### config.mk
export PLATFORM = sky130hd
export DESIGN_NAME = otter_immed_gen_pipe
export DESIGN_NICKNAME = d
export VERILOG_FILES = /design/src/rtl/otter_immed_gen_pipe.sv
export SDC_FILE = /design/constraint.sdc
export NUM_CORES = 1
export LEC_CHECK = 0
export CORE_UTILIZATION = 30
export CTS_CLUSTER_SIZE = 30
export DETAILED_ROUTE_END_ITERATION = 6
export GPL_TIMING_DRIVEN = 0
export PLACE_DENSITY = 0.69
export SYNTH_ARGS = -nofsm -noshare
export SYNTH_HDL_FRONTEND = slang
export SYNTH_SLANG_ARGS = --single-unit
### constraint.sdc
create_clock -name CLK -period 2.7 [get_ports CLK]
set_input_delay 0.54 -clock CLK [delete_from_list [all_inputs] [get_ports CLK]]
set_output_delay 0.54 -clock CLK [all_outputs]
set_load 0.1 [all_outputs]
### src/rtl/otter_immed_gen_pipe.sv
// Pipelined OTTER immediate generator: opcode-driven format decode, XLEN-wide
// immediate construction, and STAGES elastic valid/ready register slots.
module otter_immed_gen_pipe #(
  parameter int XLEN    = 32,
  parameter int STAGES  = 1,
  parameter int CSR_IMM = 1
) (
  input  logic            CLK,
  input  logic            RST,
  input  logic            FLUSH,
  input  logic [31:0]     IR,
  input  logic            IN_VALID,
  output logic            IN_READY,
  output logic [XLEN-1:0] IMM,
  output logic [2:0]      IMM_FMT,
  output logic            ILLEGAL,
  output logic            OUT_VALID,
  input  logic            OUT_READY
);

  typedef enum logic [2:0] {
    FMT_NONE  = 3'd0,
    FMT_I     = 3'd1,
    FMT_S     = 3'd2,
    FMT_B     = 3'd3,
    FMT_U     = 3'd4,
    FMT_J     = 3'd5,
    FMT_Z     = 3'd6,
    FMT_SHAMT = 3'd7
  } imm_fmt_e;

  logic [6:0]      opcode;
  logic [2:0]      funct3;
  imm_fmt_e        fmt_d;
  logic            illegal_d;
  logic [31:0]     word_d;
  logic            sext_d;
  logic [XLEN-1:0] imm_d;

  assign opcode = IR[6:0];
  assign funct3 = IR[14:12];

  always_comb begin
    fmt_d     = FMT_NONE;
    illegal_d = 1'b0;
    case (opcode)
      7'b0110111, 7'b0010111:            fmt_d = FMT_U;
      7'b1101111:                        fmt_d = FMT_J;
      7'b1100111, 7'b0000011, 7'b0001111: fmt_d = FMT_I;
      7'b0010011: fmt_d = (funct3 == 3'b001 || funct3 == 3'b101) ? FMT_SHAMT : FMT_I;
      7'b0100011:                        fmt_d = FMT_S;
      7'b1100011:                        fmt_d = FMT_B;
      7'b1110011: fmt_d = (CSR_IMM != 0 && funct3[2]) ? FMT_Z : FMT_I;
      7'b0110011:                        fmt_d = FMT_NONE;
      default:                           illegal_d = 1'b1;
    endcase
  end

  // Every format is first built as a 32-bit word, then widened either with
  // sign or zero extension so the XLEN=32 and XLEN=64 cases share one path.
  always_comb begin
    word_d = 32'd0;
    sext_d = 1'b0;
    case (fmt_d)
      FMT_I: begin
        word_d = {{20{IR[31]}}, IR[31:20]};
        sext_d = 1'b1;
      end
      FMT_S: begin
        word_d = {{20{IR[31]}}, IR[31:25], IR[11:7]};
        sext_d = 1'b1;
      end
      FMT_B: begin
        word_d = {{19{IR[31]}}, IR[31], IR[7], IR[30:25], IR[11:8], 1'b0};
        sext_d = 1'b1;
      end
      FMT_U: begin
        word_d = {IR[31:12], 12'b0};
        sext_d = 1'b1;
      end
      FMT_J: begin
        word_d = {{11{IR[31]}}, IR[31], IR[19:12], IR[20], IR[30:21], 1'b0};
        sext_d = 1'b1;
      end
      FMT_Z:     word_d = {27'b0, IR[19:15]};
      FMT_SHAMT: word_d = {26'b0, (XLEN == 64) ? IR[25] : 1'b0, IR[24:20]};
      default:   word_d = 32'd0;
    endcase
  end

  assign imm_d = sext_d ? XLEN'(signed'(word_d)) : XLEN'(word_d);

  logic            valid_q  [STAGES];
  logic [XLEN-1:0] imm_q    [STAGES];
  logic [2:0]      fmt_q    [STAGES];
  logic            ill_q    [STAGES];
  logic            up_valid [STAGES];
  logic [XLEN-1:0] up_imm   [STAGES];
  logic [2:0]      up_fmt   [STAGES];
  logic            up_ill   [STAGES];
  logic            rdy      [STAGES+1];

  assign rdy[STAGES] = OUT_READY;

  for (genvar k = 0; k < STAGES; k++) begin : g_slot
    if (k == 0) begin : g_head
      assign up_valid[k] = IN_VALID;
      assign up_imm[k]   = imm_d;
      assign up_fmt[k]   = fmt_d;
      assign up_ill[k]   = illegal_d;
    end else begin : g_body
      assign up_valid[k] = valid_q[k-1];
      assign up_imm[k]   = imm_q[k-1];
      assign up_fmt[k]   = fmt_q[k-1];
      assign up_ill[k]   = ill_q[k-1];
    end

    assign rdy[k] = !valid_q[k] || rdy[k+1];

    // A ready slot always takes its upstream valid; data only moves on a real transfer.
    always_ff @(posedge CLK) begin
      if (RST) begin
        valid_q[k] <= 1'b0;
        imm_q[k]   <= '0;
        fmt_q[k]   <= 3'd0;
        ill_q[k]   <= 1'b0;
      end else if (FLUSH) begin
        valid_q[k] <= 1'b0;
      end else if (rdy[k]) begin
        valid_q[k] <= up_valid[k];
        if (up_valid[k]) begin
          imm_q[k] <= up_imm[k];
          fmt_q[k] <= up_fmt[k];
          ill_q[k] <= up_ill[k];
        end
      end
    end
  end

  assign IN_READY  = rdy[0];
  assign OUT_VALID = valid_q[STAGES-1];
  assign IMM       = imm_q[STAGES-1];
  assign IMM_FMT   = fmt_q[STAGES-1];
  assign ILLEGAL   = ill_q[STAGES-1];

endmodule

== Word level (Yosys, flattened, before mapping) ==
Memory sizes are Yosys's and may differ from the RTL's.
Cells that the tools add are included.

* RAM bits: 37
* Logic and storage cells: 64
* Output and inout bits: 38
* Memories kept: 4
* Bits in registers: 0
* Input bits: 37

* Reductions and logical operators: 11
* Mux-type cells: 29
* Equality and inequality tests: 20

{| class="wikitable"
|+ Memories
! memory !! depth !! width !! read ports !! clocked after memory_dff !! write ports !! RTL line !! text
|-
| imm_q || 1 || 32 || 1 || 0 || 1 || 94 || <nowiki>logic [XLEN-1:0] imm_q [STAGES];</nowiki>
|-
| fmt_q || 1 || 3 || 1 || 0 || 1 || 95 || <nowiki>logic [2:0] fmt_q [STAGES];</nowiki>
|-
| ill_q || 1 || 1 || 1 || 0 || 1 || 96 || <nowiki>logic ill_q [STAGES];</nowiki>
|-
| valid_q || 1 || 1 || 1 || 0 || 1 || 93 || <nowiki>logic valid_q [STAGES];</nowiki>
|}

{| class="wikitable"
|+ Operators by type and width
! cell !! number
|-
| $pmux 32 s7 || 1
|-
| $mux 32 || 1
|-
| $reduce_or 32->1 || 1
|-
| $eq 7x7->1 const B || 4
|-
| $mux 1 || 23
|-
| $eq 7x6->1 const B || 3
|-
| $pmux 3 s7 || 1
|-
| $eq 3x3->1 const B || 5
|-
| $eq 7x5->1 const B || 2
|-
| $reduce_or 11->1 || 1
|-
| $mux 3 || 3
|-
| $eq 7x2->1 const B || 1
|-
| $eq 7x4->1 const B || 1
|-
| $eq 3x1->1 const B || 2
|-
| $eq 3x2->1 const B || 2
|-
| $reduce_or 3->1 || 2
|-
| $reduce_or 1->1 || 3
|-
| $logic_or 1x1->1 || 2
|-
| $reduce_or 2->1 || 1
|-
| $logic_not 1->1 || 1
|}

== Logic depth before layout (Yosys ltp) ==
* Depth in word-level cells: 8
* Gate-level depth with buffers: 8
* Depth with buffers taken out: 6

== Least setup slack after synthesis ==
No wires, ideal clock.

* Path type: register to register
* Start: memory valid_q[0]
* End: memory fmt_q[0][0], enable pin
* Arrival: 2.735 ns
* Data required time: 2.190 ns
* Cell stages (with the launch flop): 4
* Setup time: 0.510 ns
* Path buffers: 0
* Clock period less this slack: 3.245 ns
* Slack: -0.545 ns
* Cells stage by stage: edfxtp_1 nand2b_1 nand3b_1 nand2b_1

{| class="wikitable"
|+ RTL lines
! element !! RTL line
|-
| start, declared || 93
|-
| end, declared || 95
|}

== Worst setup path after layout ==
* Start: input IR[6]
* End: memory imm_q[0][30], data pin

* Word-level cells in the longest chain between the ends: 6
* Elaborated cells between the ends (all ways): 22
* Classes of those cells: eq/ne (17); mux (3); reduce/logical (2)

{| class="wikitable"
|+ RTL lines
! element !! RTL line !! text
|-
| start, declared || 11 || <nowiki>input logic [31:0] IR,</nowiki>
|-
| $eq 7x7->1 (tied with other cells) || 46 || <nowiki>case (opcode)</nowiki>
|-
| $reduce_or 3->1 or $reduce_or 2->1 (tied branches) || -- ||
|-
| $pmux 3 s7 (*) || 46 ||
|-
| $eq 3x3->1 (tied with other cells) || 64 || <nowiki>case (fmt_d)</nowiki>
|-
| $pmux 32 s7 (*) || 64 ||
|-
| $mux 32 (no source line) (*) || -- ||
|-
| end, declared || 94 ||
|}

Every way passes the cells marked *; elsewhere a longest branch is shown, timed or not.

==> impl_metrics.toml <==
[run_status]
status = "finished clean"

[setup_path]
worstSetupEndpointType = "register"
r2r_setup_slack_ns = 0.78
arrival_ns = 2.58
path_class = "in2reg"
crit_fanout = 10
r2r-end = "imm_q[0][14]"
reg2reg_from = "valid_q[0]"
crit_start = "IR[6]"
worst_ep_required_time_ns = 2.73
critical_path.startpoint_type = "primary input"
worstRegToRegCells = 8
endpoint = "imm_q[0][30]"

[yosys]
synth_compound_area_frac = 0.1672
yosysTopAreaCell = "edfxtp_1"
synthSimpleGateAreaFrac = 0.1865
yosys-top-cells-count = "edfxtp_1, nand2_1, a21oi_1"
syn_inst = 164
synth_seq_cells = 37
synth_fa_ha_area_frac = 0.005330
async_reset_ff_frac = 0
synth.area.top_cells = "edfxtp_1, nand2_1, a21oi_1"
syn-num-nets = 201
synth_edf_count = 37
synth_top_family_by_area = "simple AND/OR/NAND/NOR gates"
synth_cell_type_count = 40
syn_area_um2 = 1878
yosysTopAreaCellShare = 0.5916
yosysMostFrequentCell = "edfxtp_1"
muxShareOfSynthArea = 0.005996
synthXorXnorAreaFrac = 0
ys.flop_type = "edfxtp_1"
syn_avg_cell_area_um2 = 11.45
yosysSeqAreaShare = 0.5916
yosysWarnings = 0

[placement]
dp_cells = 313
placed_cell_area_um2 = 2723
pre_cts_slack_ns = -0.1610
port_buffers = 74
gp_congestion = 0.8126
dp_hpwl_mm = 3.554

[floorplan]
dieWidth_um = 81.12
io_pins = 75
start_util = 0.3135
die_h_um = 81.12
die-area_um2 = 6580
num_rows = 28
core_um2 = 5991

[sta]
max-slew-margin-rel = 0.3387
hold_viol_final = 0
min_period_ns = 2.550
worst_slew_pin_slew_ns = 0.9888
fin_crit_sh = 0.9444
rsz0062_at_grt = "false"
max_freq_mhz = 392.2
whs_ns = 0.7701
clock_skew_ns = 0.002751
setup_slack_ns = 0.1502
slew_viol_final = 0
finalSetupViolCount = 0

[pwr]
power_density_nw_per_um2 = 491.9
max-vdd-ir-drop_v = 0.0002541
p_leak_nw = 0.9805

[grt]
grtUsageTotal = 0.1484
grt_pass1_wl_mm = 7.238
grt_pass1_vias = 1500
grt_max_degree = 37
antenna_found_initial = 0
gr-total-overflow = 0

[cts]
clockBufferDepth = 2
numCtsBuffers = 5
cts_tree = "built"
ctsRootBufferMaster = "clkbuf_8"
path_clk_slew_ns = 0.07
clock_sinks = 37
cts.htree.levels = 2
clk_latency_ns = 0.28
ctsHoldBuffers = 0

[cells_and_area]
syn_to_final_growth_pct = 49.97
drive_above_1_share = 0.09717
finalNetCount = 283
diodes = 0
final_cells = 322
fin_area_um2 = 2816
fin_util = 0.4701
fillers = 562

[drt]
post_drt_wl_per_cell_um = 14.80
drc = 0
antenna_left = 0
vias = 1657
drt_iter0_drc = 92
viasPerCell = 5.146
wirelength_mm = 4.764
first_pass_iters = 4

[run]
maxCapViolCount = 0

[hold_path]
hold_class = "reg2reg"
## per-stage QoR
stage / TNS, ns / power, mW
2_1_floorplan: 0 / 0.9103
3_3_place_gp: -2.394 / 1.032
3_5_place_dp: -2.952 / 1.036
4_1_cts: 0 / 1.394
5_1_grt: 0 / 1.436
6_report: 0 / 1.386
## registers in the layout (all words and copies together) (netlist names)
name	flops
imm_q	32
fmt_q	3
ill_q	1
valid_q	1
## worst max-delay path: stages
cell and delay [ns]:
clkdlybuf4s50_1 0.61, nor4bb_1 0.12, nor2b_4 0.16, or2_1 0.24
buf_6 0.15, o41ai_4 0.49, buf_6 0.22, a21oi_1 0.06
## cell usage in the layout, fill, tap and decap left out, drive strengths merged, types with 5 or more instances in the layout
cell type      Yosys  layout
a21oi             21      21
a31oi              5       5
and2               8       8
buf                6       7
clkbuf             3       8
clkdlybuf4s50      0      73
edfxtp            37      37
inv                5       5
nand2             29      29
nand3              6       6
## worst min path at each step
stage | end | cells after the start | start | slack (ns)
finish | valid_q[0] | 2 | valid_q[0] | 0.77
global route | valid_q[0] | 2 | valid_q[0] | 0.82
CTS | valid_q[0] | 2 | valid_q[0] | 0.77
detailed placement | valid_q[0] | 2 | valid_q[0] | 0.76
global placement | valid_q[0] | 2 | valid_q[0] | 0.74
floorplan | imm_q[0][10] | 1 | IR[30] | 0.74
## routing by layer
metal,part of all wire,GRT usage
met1,0.42,0.1883
met2,0.49,0.2454
met3,0.068,0.02584
met4,0.014,0.06786
met5,0,0
## kinds of logic after synthesis
kind of cell | Yosys count
AOI/OAI and AO/OA | 46
DFF | 37
muxes | 1
buffers and inverters | 14
adders and majority gates | 1
and+or+nand+nor | 65
## power breakdown
group | switching, mW | total [mW] | internal [mW]
registers | 0.00718 | 0.664 | 0.657
logic | 0.254 | 0.358 | 0.104
clock network | 0.189 | 0.363 | 0.174
## repair_timing
item | CTS | global route
resized for setup | 1 | 1
cloned | 0 | 0
setup buffers | 0 | 1
setup endpoints to repair | 1 | 7
pin swaps | 0 | 1
## final cells by class
type                    instances  area, µm²  share of cell area
clock inverters                 3      12.51            0.004442
multi-input cells             113      701.9              0.2492
flip-flops and latches         37       1111              0.3945
repair buffers                 75      747.0              0.2652
plain buffers                   9      62.56             0.02221
well taps                      75      93.84             0.03332
inverters                       5      18.77            0.006664
clock buffers                   5      68.82             0.02443
Power figures use the tool's default switching activity.
